--- config.mk ---
export PLATFORM = sky130hd
export DESIGN_NAME = vga_timing_gen
export DESIGN_NICKNAME = d
export VERILOG_FILES = /design/src/rtl/vga_pkg.sv /design/src/rtl/sync_delay_line.sv /design/src/rtl/vga_timing_gen.sv
export SDC_FILE = /design/constraint.sdc
export NUM_CORES = 1
export LEC_CHECK = 0
export CAP_MARGIN = 20
export CORE_UTILIZATION = 54
export CTS_CLUSTER_DIAMETER = 200
export DETAILED_ROUTE_END_ITERATION = 10
export PLACE_DENSITY = 0.8
export SYNTH_ARGS = -nofsm -noshare
export SYNTH_HDL_FRONTEND = slang
export SYNTH_SLANG_ARGS = --single-unit
--- constraint.sdc ---
create_clock -name vga_clk -period 2.02 [get_ports vga_clk]
set_input_delay 0.404 -clock vga_clk [delete_from_list [all_inputs] [get_ports vga_clk]]
set_output_delay 0.404 -clock vga_clk [all_outputs]
set_load 0.01 [all_outputs]
--- src/rtl/vga_pkg.sv ---
// Shared raster timing constants and coordinate type for the timing generator and the mappers.
package vga_pkg;

  localparam int unsigned COORD_W = 10;
  typedef logic [COORD_W-1:0] coord_t;

  localparam int unsigned H_ACTIVE_DEF   = 640;
  localparam int unsigned H_FP_DEF       = 16;
  localparam int unsigned H_SYNC_DEF     = 96;
  localparam int unsigned H_BP_DEF       = 48;
  localparam int unsigned V_ACTIVE_DEF   = 480;
  localparam int unsigned V_FP_DEF       = 10;
  localparam int unsigned V_SYNC_DEF     = 2;
  localparam int unsigned V_BP_DEF       = 33;
  localparam int unsigned SYNC_DELAY_DEF = 2;

  localparam int unsigned H_TOTAL_DEF  = H_ACTIVE_DEF + H_FP_DEF + H_SYNC_DEF + H_BP_DEF;
  localparam int unsigned V_TOTAL_DEF  = V_ACTIVE_DEF + V_FP_DEF + V_SYNC_DEF + V_BP_DEF;
  localparam int unsigned HS_START_DEF = H_ACTIVE_DEF + H_FP_DEF;
  localparam int unsigned HS_END_DEF   = HS_START_DEF + H_SYNC_DEF;
  localparam int unsigned VS_START_DEF = V_ACTIVE_DEF + V_FP_DEF;
  localparam int unsigned VS_END_DEF   = VS_START_DEF + V_SYNC_DEF;

endpackage

--- src/rtl/sync_delay_line.sv ---
// Enable-gated shift register; DEPTH=0 collapses to a wire.
module sync_delay_line #(
  parameter int unsigned      WIDTH     = 1,
  parameter int unsigned      DEPTH     = 2,
  parameter logic [WIDTH-1:0] RESET_VAL = '0
) (
  input  logic             clk,
  input  logic             rst_n,
  input  logic             en_i,
  input  logic [WIDTH-1:0] d_i,
  output logic [WIDTH-1:0] q_o
);

  if (DEPTH == 0) begin : g_bypass
    logic unused_c;
    assign unused_c = ^{clk, rst_n, en_i};
    assign q_o      = d_i;
  end else begin : g_shift
    logic [WIDTH-1:0] stage_q [DEPTH];

    always_ff @(posedge clk or negedge rst_n) begin
      if (!rst_n) begin
        for (int unsigned i = 0; i < DEPTH; i++) stage_q[i] <= RESET_VAL;
      end else if (en_i) begin
        stage_q[0] <= d_i;
        for (int unsigned i = 1; i < DEPTH; i++) stage_q[i] <= stage_q[i-1];
      end
    end

    assign q_o = stage_q[DEPTH-1];
  end

endmodule

--- src/rtl/vga_timing_gen.sv ---
// Raster scan counters, blank/sync decode and line/frame strobes for the pixel mappers.
module vga_timing_gen
  import vga_pkg::*;
#(
  parameter int unsigned H_ACTIVE   = H_ACTIVE_DEF,
  parameter int unsigned H_FP       = H_FP_DEF,
  parameter int unsigned H_SYNC     = H_SYNC_DEF,
  parameter int unsigned H_BP       = H_BP_DEF,
  parameter int unsigned V_ACTIVE   = V_ACTIVE_DEF,
  parameter int unsigned V_FP       = V_FP_DEF,
  parameter int unsigned V_SYNC     = V_SYNC_DEF,
  parameter int unsigned V_BP       = V_BP_DEF,
  parameter int unsigned SYNC_DELAY = SYNC_DELAY_DEF
) (
  input  logic       vga_clk,
  input  logic       reset_n,
  input  logic       pix_en,
  output logic [9:0] DrawX,
  output logic [9:0] DrawY,
  output logic       blank,
  output logic       hs,
  output logic       vs,
  output logic       line_start,
  output logic       frame_start
);

  localparam int unsigned H_TOTAL  = H_ACTIVE + H_FP + H_SYNC + H_BP;
  localparam int unsigned V_TOTAL  = V_ACTIVE + V_FP + V_SYNC + V_BP;
  localparam int unsigned HS_START = H_ACTIVE + H_FP;
  localparam int unsigned HS_END   = HS_START + H_SYNC;
  localparam int unsigned VS_START = V_ACTIVE + V_FP;
  localparam int unsigned VS_END   = VS_START + V_SYNC;

  if (H_TOTAL > 1024 || V_TOTAL > 1024) begin : g_size_check
    $error("vga_timing_gen: raster totals exceed the 10-bit counters");
  end

  coord_t hcnt_q, hcnt_d, vcnt_q, vcnt_d;
  coord_t drawx_q, drawx_d, drawy_q, drawy_d;
  logic   blank_q, blank_d;
  logic   hs_raw_q, hs_raw_d, vs_raw_q, vs_raw_d;
  logic   line_start_q, line_start_d, frame_start_q, frame_start_d;
  logic   hwrap_c, vwrap_c;
  logic [1:0] sync_dly_c;

  // hcnt/vcnt run one position ahead; Draw*, blank and raw syncs all register the same point.
  always_ff @(posedge vga_clk or negedge reset_n) begin
    if (!reset_n) begin
      hcnt_q        <= '0;
      vcnt_q        <= '0;
      drawx_q       <= '0;
      drawy_q       <= '0;
      blank_q       <= 1'b0;
      hs_raw_q      <= 1'b1;
      vs_raw_q      <= 1'b1;
      line_start_q  <= 1'b0;
      frame_start_q <= 1'b0;
    end else begin
      hcnt_q        <= hcnt_d;
      vcnt_q        <= vcnt_d;
      drawx_q       <= drawx_d;
      drawy_q       <= drawy_d;
      blank_q       <= blank_d;
      hs_raw_q      <= hs_raw_d;
      vs_raw_q      <= vs_raw_d;
      line_start_q  <= line_start_d;
      frame_start_q <= frame_start_d;
    end
  end

  assign hwrap_c = (hcnt_q == coord_t'(H_TOTAL - 1));
  assign vwrap_c = (vcnt_q == coord_t'(V_TOTAL - 1));

  always_comb begin
    hcnt_d        = hcnt_q;
    vcnt_d        = vcnt_q;
    drawx_d       = drawx_q;
    drawy_d       = drawy_q;
    blank_d       = blank_q;
    hs_raw_d      = hs_raw_q;
    vs_raw_d      = vs_raw_q;
    line_start_d  = 1'b0;
    frame_start_d = 1'b0;
    if (pix_en) begin
      hcnt_d = hwrap_c ? '0 : hcnt_q + coord_t'(1);
      if (hwrap_c) vcnt_d = vwrap_c ? '0 : vcnt_q + coord_t'(1);
      drawx_d       = hcnt_q;
      drawy_d       = vcnt_q;
      blank_d       = (hcnt_q < coord_t'(H_ACTIVE)) && (vcnt_q < coord_t'(V_ACTIVE));
      hs_raw_d      = !((hcnt_q >= coord_t'(HS_START)) && (hcnt_q < coord_t'(HS_END)));
      vs_raw_d      = !((vcnt_q >= coord_t'(VS_START)) && (vcnt_q < coord_t'(VS_END)));
      line_start_d  = (hcnt_q == '0);
      frame_start_d = (hcnt_q == '0) && (vcnt_q == coord_t'(V_ACTIVE));
    end
  end

  // Sync delay matches the mapper colour pipeline latency.
  sync_delay_line #(
    .WIDTH     (2),
    .DEPTH     (SYNC_DELAY),
    .RESET_VAL (2'b11)
  ) u_sync_dly (
    .clk   (vga_clk),
    .rst_n (reset_n),
    .en_i  (pix_en),
    .d_i   ({hs_raw_q, vs_raw_q}),
    .q_o   (sync_dly_c)
  );

  assign DrawX       = drawx_q;
  assign DrawY       = drawy_q;
  assign blank       = blank_q;
  assign hs          = sync_dly_c[1];
  assign vs          = sync_dly_c[0];
  assign line_start  = line_start_q;
  assign frame_start = frame_start_q;

endmodule
# Yosys cells after proc, flatten, opt, wreduce, memory -nomap -nowiden
# Cells that the tools add are included.
dict set report op_classes {
  magnitude_cmp 6
  muxes 4
  addsub 2
  eq_ne 3
  reduce_logical 8
}
# cell n
set ops {}
lappend ops {{$add A10 B1 Y10 const B} 2}
lappend ops {{$eq A10 B10 Y1 const B} 2}
lappend ops {{$lt A10 B10 Y1 const B} 2}
lappend ops {{$lt A10 B9 Y1 const B} 2}
lappend ops {{$mux W10} 2}
lappend ops {{$eq A10 B9 Y1 const B} 1}
lappend ops {{$ge A10 B10 Y1 const B} 1}
lappend ops {{$ge A10 B9 Y1 const B} 1}
lappend ops {{$logic_not A10 Y1} 1}
lappend ops {{$logic_and A1 B1 Y1} 4}
lappend ops {{$logic_not A1 Y1} 2}
lappend ops {{$mux W1} 2}
lappend ops {{$reduce_and A2 Y1} 1}
dict set report word_totals {
  out_inout_bits 25
  wordCells 34
  in_bits 3
  regBits 49
}

# Depth between registers and ports, before layout
# Gate-level depths: netlist of the first run.
dict set report logic_depth {
  ltp_word 3
  depth_mapped 6
  mapped_depth_nobuf 6
}

# Modules after synthesis
# From an unflattened synthesis of the first run, not the netlist that was laid out.
dict set report hier_totals {
  cells_unflattened 181
  hier_area_um2 2203.4
}
# module area_each_um2 seq_area_each_um2 cells_per_inst instances
set modules_own_cells {}
lappend modules_own_cells {vga_timing_gen 2038.2 1128.6 171 1}
lappend modules_own_cells {sync_delay_line 165.2 105.1 10 1}

# Worst setup path before layout of the first run
# No wires, ideal clock.
dict set report synth_timing {
  path_type {reg-to-reg}
  from {register vcnt_q[0]}
  to {register vcnt_q[2]}
  required_time_ps 1893
  setup_ps 127
  path_buffers 0
  stages_incl_launch_ff 7
  synth_period_minus_slack_ps 1857
  setup_slack_ps 163
  t_arrival_ps 1730
  path_cell_list {dfrtp_1 inv_1 ha_1 or4b_4 or4_4 a21oi_2 a21oi_1}
}
dict set report synth_via {
  elab_chain_cells 2
  elab_cells_between_ends 3
  cone_classes {1 x add/sub; 1 x eq/ne; 1 x mux}
}
# item line_no
set synth_rtl {}
lappend synth_rtl {{start, declared} vga_timing_gen.sv:38} ;# coord_t hcnt_q, hcnt_d, vcnt_q, vcnt_d;
lappend synth_rtl {{start signal, assigned} vga_timing_gen.sv:60} ;# vcnt_q <= vcnt_d;
lappend synth_rtl {{$add A10 B1 Y10 / $eq A10 B10 Y1 (equally long branches)} {vga_timing_gen.sv:86, vga_timing_gen.sv:72}}
lappend synth_rtl {{$mux W10 *} vga_timing_gen.sv:86} ;# if (hwrap_c) vcnt_d = vwrap_c ? '0 : vcnt_q + coord_t'(1);
# Every way passes the cells marked *; elsewhere a longest branch is shown, timed or not.
# A chain may end at the register's enable or synchronous reset.

# Worst setup path in the final report of the first run
# Ends and elaborated chain as after synthesis.

==> impl_metrics.json, run 1 <==
{
  "fin_crit_sh_pct": 95.87,
  "postCtsHoldBufs": 0,
  "path_class": "reg -> reg",
  "crit_arrival_ns": 2.12,
  "worstPathMaxFanout": 5,
  "drt-total-wl_um": 3910,
  "r2r_slack_ns": 0.08,
  "globalplace.congestion": 0.8857,
  "hold_viol_final": 0,
  "p_leak_nw": 1.133,
  "drt_iter0_drc": 125,
  "post-place-cells": 255,
  "hold_class": "in -> async",
  "numClockSinks": 49,
  "drtPass1Iterations": 5,
  "start_util_pct": 57.92,
  "final_common_cell": "dfrtp_1",
  "grt_start_max_net_pins": 29,
  "fin_crit_ns": 1.937,
  "ys_types": 35,
  "hold_slack_ns": 0.06458,
  "slew_violations": 0,
  "die_width_um": 65.37,
  "layout-area-overhead-vs-synth_pct": 20.20,
  "grt_usage_pct": 21.77,
  "fmax_mhz": 516.4,
  "insertion_delay_ns": 0.30,
  "critPathLaunchType": "flip-flop",
  "postCtsSetupBuffers": 0,
  "vias": 1511,
  "synth.cell_area_um2": 2168,
  "first_global_vias": 1473,
  "fin_skew_ns": 0.008528,
  "worst_ep_required_time_ns": 2.20,
  "r2r_cells": 6,
  "final_cell_mix": "dfrtp_1 (43), clkdlybuf4s50_1 (26), mux2_2 (23)",
  "reg2reg_to": "vcnt_q[2]$_DFFE_PN0P_",
  "boundaryPins": 28,
  "overflow": 0,
  "htreeDepth": 2,
  "worst_pin_slew_ns": 0.5074,
  "cts_resized": 0,
  "ys_seq_area_share_pct": 56.90,
  "post_drt_wl_per_cell_um": 14.87,
  "synth_nets": 186,
  "viasPerCell": 5.745,
  "ys.flop_type": "dfrtp_1",
  "clk_pin_slew_ns": 0.08,
  "status": "complete, no violations",
  "reg2reg_from": "vcnt_q[0]$_DFFE_PN0P_",
  "synth_cells": 179,
  "synth_edf_count": 0,
  "drc": 0,
  "die_h_um": 65.37,
  "irDropWorstVdd_uv": 818.1,
  "core.rowCount": 22,
  "drive_gt1_share_pct": 22.79,
  "synth_warnings": 0,
  "power.density_nw_per_um2": 818.6,
  "max-slew-margin-rel_pct": 66.18,
  "port-buffer-count": 27,
  "ys_ff_latch": 49,
  "setup_viol": 0,
  "antenna_found_initial": 0,
  "cp-endpoint": "vcnt_q[2]$_DFFE_PN0P_",
  "syn_area_per_cell_um2": 12.11,
  "grt_pass1_wl_um": 6913,
  "core_area_um2": 3744,
  "instances_no_fill": 263,
  "dp_hpwl_um": 2837,
  "cp-startpoint": "vcnt_q[0]$_DFFE_PN0P_",
  "die_area_um2": 4273,
  "power_mw": 2.134,
  "end_kind": "flip-flop",
  "diodes": 0,
  "numCtsBuffers": 5,
  "final_core_util_pct": 69.62,
  "maxCapViolations": 0,
  "layout.nets": 221,
  "cts_tree": "built",
  "rsz0062_at_grt": "no",
  "cts_root_buf": "clkbuf_8",
  "tns_ns": 0,
  "synthArstFlopShare_pct": 100.0,
  "antenna_left": 0,
  "cts.path.max_buffers": 2
}
## where the power goes
part           switching (mW)  total (mW)  internal, mW
clock                   0.290       0.533         0.243
sequential              0.134        1.23          1.09
combinational           0.165       0.375         0.210
## stage by stage
stage                     worst slack, ns  area [um^2]
final                             0.08339         2606
after global routing              0.01178         2606
after CTS                         0.08511         2606
after detailed placement          0.03742         2525
after global placement             0.1018         2525
after floorplan                    0.1628         2168
## cell families after synthesis
| kind of cell | after synthesis | synth area share (%) |
|---|---|---|
| adder cells (fa/ha/maj) | 4 | 2.308 |
| AND/OR/NAND/NOR | 56 | 15.52 |
| buffers and inverters | 16 | 3.116 |
| XOR/XNOR | 10 | 4.040 |
| flip-flops | 49 | 56.90 |
| AO/OA/AOI/OAI | 18 | 4.790 |
| multiplexers | 26 | 13.33 |
## synth_stat cells, types with 2 or more instances
library cell   n  share of area (%)
inv_1         11                1.9
mux2_2        23                 12
and3_2         3                1.0
dfrtp_1       43                 50
nand4_1        5                1.4
nor3_1         6                1.4
nand3_1       11                2.5
xnor2_1        7                2.8
nand4b_1       2               0.81
or3_1          2               0.58
nor2_1         5               0.87
a21oi_1        4               0.92
dfstp_2        6                7.3
xor2_1         3                1.2
mux2i_1        3                1.4
o21ai_0       10                2.3
nand2_1       11                1.9
and3_1         2               0.58
ha_1           4                2.3
buf_1          3               0.52
## worst min path at each step
stage	start	to	slack [ns]	cells after the start
floorplan	reset_n	DrawX[0]$_DFFE_PN0P_	0.11	0
global placement	reset_n	hcnt_q[6]$_DFFE_PN0P_	0.39	1
detailed placement	reset_n	hcnt_q[6]$_DFFE_PN0P_	0.39	1
CTS	reset_n	hcnt_q[6]$_DFFE_PN0P_	0.07	1
global route	reset_n	DrawX[4]$_DFFE_PN0P_	0.09	1
finish	reset_n	DrawX[1]$_DFFE_PN0P_	0.06	1
## state kept, by name, indices dropped and copies added (netlist names)
| name | count |
|---|---|
| line_start | 1 |
| vcnt_q | 10 |
| u_sync_dly.g_shift.stage_q | 2 |
| DrawX | 10 |
| hs_raw_q | 1 |
| blank | 1 |
| hcnt_q | 10 |
| u_sync_dly.q_o | 2 |
| vs_raw_q | 1 |
| frame_start | 1 |
| DrawY | 10 |
## routing by layer
metal	track usage, %	wire length [um]	vias to the layer above
met1	29.57	1742	743
met4	7.880	51	0
met2	33.25	1899	63
met5	0	0	-
li1	-	-	700
met3	6.250	217	5
## critical path, stage by stage, from the launching register on
cell and delay [ns]:
dfrtp_1 0.38, inv_1 0.09, ha_1 0.17, or4b_4 0.47, or4_4 0.47, a21oi_2 0.16, a21oi_1 0.08
## final cells by class
class / count / area, um^2
flip-flops and latches: 49 / 1234
fillers: 295 / 1137
multi-input cells: 114 / 867.1
repair buffers: 33 / 322.8
clock buffers: 7 / 76.32
well taps: 48 / 60.06
inverters: 11 / 41.29
clock inverters: 1 / 5.005
Note: power is estimated with default switching activity, not from simulation.
==> run 2, diff against run 1 <==
CTS_CLUSTER_DIAMETER = 80   (was 200)
==> results of run 2 <==
Final layout, timing and power as in run 1 (identical DEF).
==> run 3, diff against run 2 <==
CORE_UTILIZATION = 55   (was 54)
CTS_BUF_LIST = sky130_fd_sc_hd__clkbuf_8   (was default)
PLACE_DENSITY = 0.81   (was 0.8)
REMOVE_ABC_BUFFERS = 1   (was default)
==> impl_metrics.json, run 3 (synthesized netlist as in run 1, its figures left out) <==
{
  "status": "complete, no violations",
  "core_area_um2": 3716,
  "insertion_delay_ns": 0.30,
  "postCtsSetupBuffers": 0,
  "irDropWorstVdd_uv": 524.1,
  "dr_wl_met3_um": 202,
  "layout-area-overhead-vs-synth_pct": 22.39,
  "vias": 1475,
  "numClockSinks": 49,
  "fin_crit_ns": 1.967,
  "numCtsBuffers": 5,
  "drt-total-wl_um": 4000,
  "antenna_left": 0,
  "cts_tree": "built",
  "max-slew-margin-rel_pct": 61.46,
  "cts_root_buf": "clkbuf_8",
  "dp_hpwl_um": 2832,
  "grt_start_max_net_pins": 50,
  "r2r_slack_ns": 0.05,
  "reg2reg_to": "vcnt_q[2]$_DFFE_PN0P_",
  "drc": 0,
  "overflow": 0,
  "worst_pin_slew_ns": 0.5780,
  "final_common_cell": "dfrtp_1",
  "diodes": 0,
  "filler_cell_count": 259,
  "setup_viol": 0,
  "first_global_vias": 1472,
  "antenna_found_initial": 0,
  "end_kind": "flip-flop",
  "port-buffer-count": 27,
  "core.rowCount": 22,
  "hold_class": "in -> async",
  "critPathLaunchType": "flip-flop",
  "hold_viol_final": 0,
  "r2r_cells": 6,
  "worst_ep_required_time_ns": 2.20,
  "fin_crit_sh_pct": 97.38,
  "crit_arrival_ns": 2.15,
  "drtPass1Iterations": 4,
  "fmax_mhz": 508.4,
  "p_leak_nw": 1.160,
  "top_layer_used": "met4",
  "layout.nets": 224,
  "drive_gt1_share_pct": 24.77,
  "wl_met2_um": 1886,
  "grt_pass1_wl_um": 6934,
  "grt_usage_pct": 22.35,
  "maxCapViolations": 0,
  "drt_iter0_drc": 59,
  "route.layer.met1.wl_um": 1840,
  "reg2reg_from": "vcnt_q[0]$_DFFE_PN0P_",
  "boundaryPins": 28,
  "viasPerCell": 5.545,
  "fin_skew_ns": 0.006305,
  "start_util_pct": 58.35,
  "worstPathMaxFanout": 5,
  "globalplace.congestion": 0.8924,
  "post_drt_wl_per_cell_um": 15.04,
  "power.density_nw_per_um2": 865.1,
  "slew_violations": 0,
  "setup_ws_ns": 0.05293,
  "power_mw": 2.296,
  "final_cell_mix": "dfrtp_1 (43), clkdlybuf4s50_1 (26), mux2_2 (23)",
  "die_h_um": 64.79,
  "path_class": "reg -> reg",
  "clk_pin_slew_ns": 0.08,
  "htreeDepth": 2,
  "die_width_um": 64.79,
  "rsz0062_at_grt": "no",
  "die_area_um2": 4198,
  "cts.path.max_buffers": 2,
  "place_ws_ns": -0.005765
}
==> run 3: cell type report <==
| cell class | count | area [um^2] | share of cell area, % |
|---|---|---|---|
| clock buffers | 6 | 82.58 | 3.112 |
| multi-input cells | 114 | 869.6 | 32.77 |
| clock inverters | 2 | 33.78 | 1.273 |
| inverters | 11 | 41.29 | 1.556 |
| repair buffers | 36 | 332.8 | 12.54 |
| flip-flops and latches | 49 | 1234 | 46.49 |
| well taps | 48 | 60.06 | 2.263 |
==> run 3: through the flow <==
stage	util (%)	cell area [um^2]	hold WS [ns]	TNS [ns]	instances
2_1_floorplan	-	2142	0.1084	0	174
6_report	71.41	2654	0.1902	0	266
3_3_place_gp	68.22	2535	0.4890	0	258
5_1_grt	71.41	2654	0.2411	0	266
3_5_place_dp	68.22	2535	0.4949	-0.005765	258
4_1_cts	71.35	2651	0.2115	0	266
==> run 3: report_power, final <==
group	switching [mW]	internal (mW)
Combinational	0.156	0.208
Clock	0.304	0.398
Sequential	0.138	1.09
Total	0.598	1.70
==> run 3: timing repair <==
| item | in CTS | in global routing |
|---|---|---|
| endpoints found under the hold margin | 0 | 0 |
| hold buffers | 0 | 0 |
| setup endpoints to repair | 0 | 1 |
| gates resized for setup | 0 | 1 |
==> run 3: critical path, cell delays in order, from the launching register on <==
cell and delay (ns):
dfrtp_1 0.39, inv_1 0.10, ha_2 0.20, or4b_4 0.46, or4_4 0.47, a21oi_2 0.16
a21oi_1 0.07
==> run 3: how the worst max path moves through the flow <==
stage | cells past startpoint | from | end | slack, ns
finish | 6 | vcnt_q[0]$_DFFE_PN0P_ | vcnt_q[2]$_DFFE_PN0P_ | 0.05
global route | 6 | vcnt_q[0]$_DFFE_PN0P_ | vcnt_q[2]$_DFFE_PN0P_ | 0.0008
CTS | 6 | vcnt_q[0]$_DFFE_PN0P_ | vcnt_q[2]$_DFFE_PN0P_ | 0.05
detailed placement | 5 | pix_en | frame_start$_DFF_PN0_ | -0.006
global placement | 6 | pix_en | hcnt_q[9]$_DFFE_PN0P_ | 0.08
floorplan | 6 | vcnt_q[0]$_DFFE_PN0P_ | vcnt_q[2]$_DFFE_PN0P_ | 0.16
==> run 3: routing by layer <==
metal | GRT usage [%] | vias to the layer above
li1 | - | 707
met1 | 30.44 | 721
met2 | 34.11 | 40
met3 | 6.514 | 7
met4 | 7.778 | 0
met5 | 0 | -
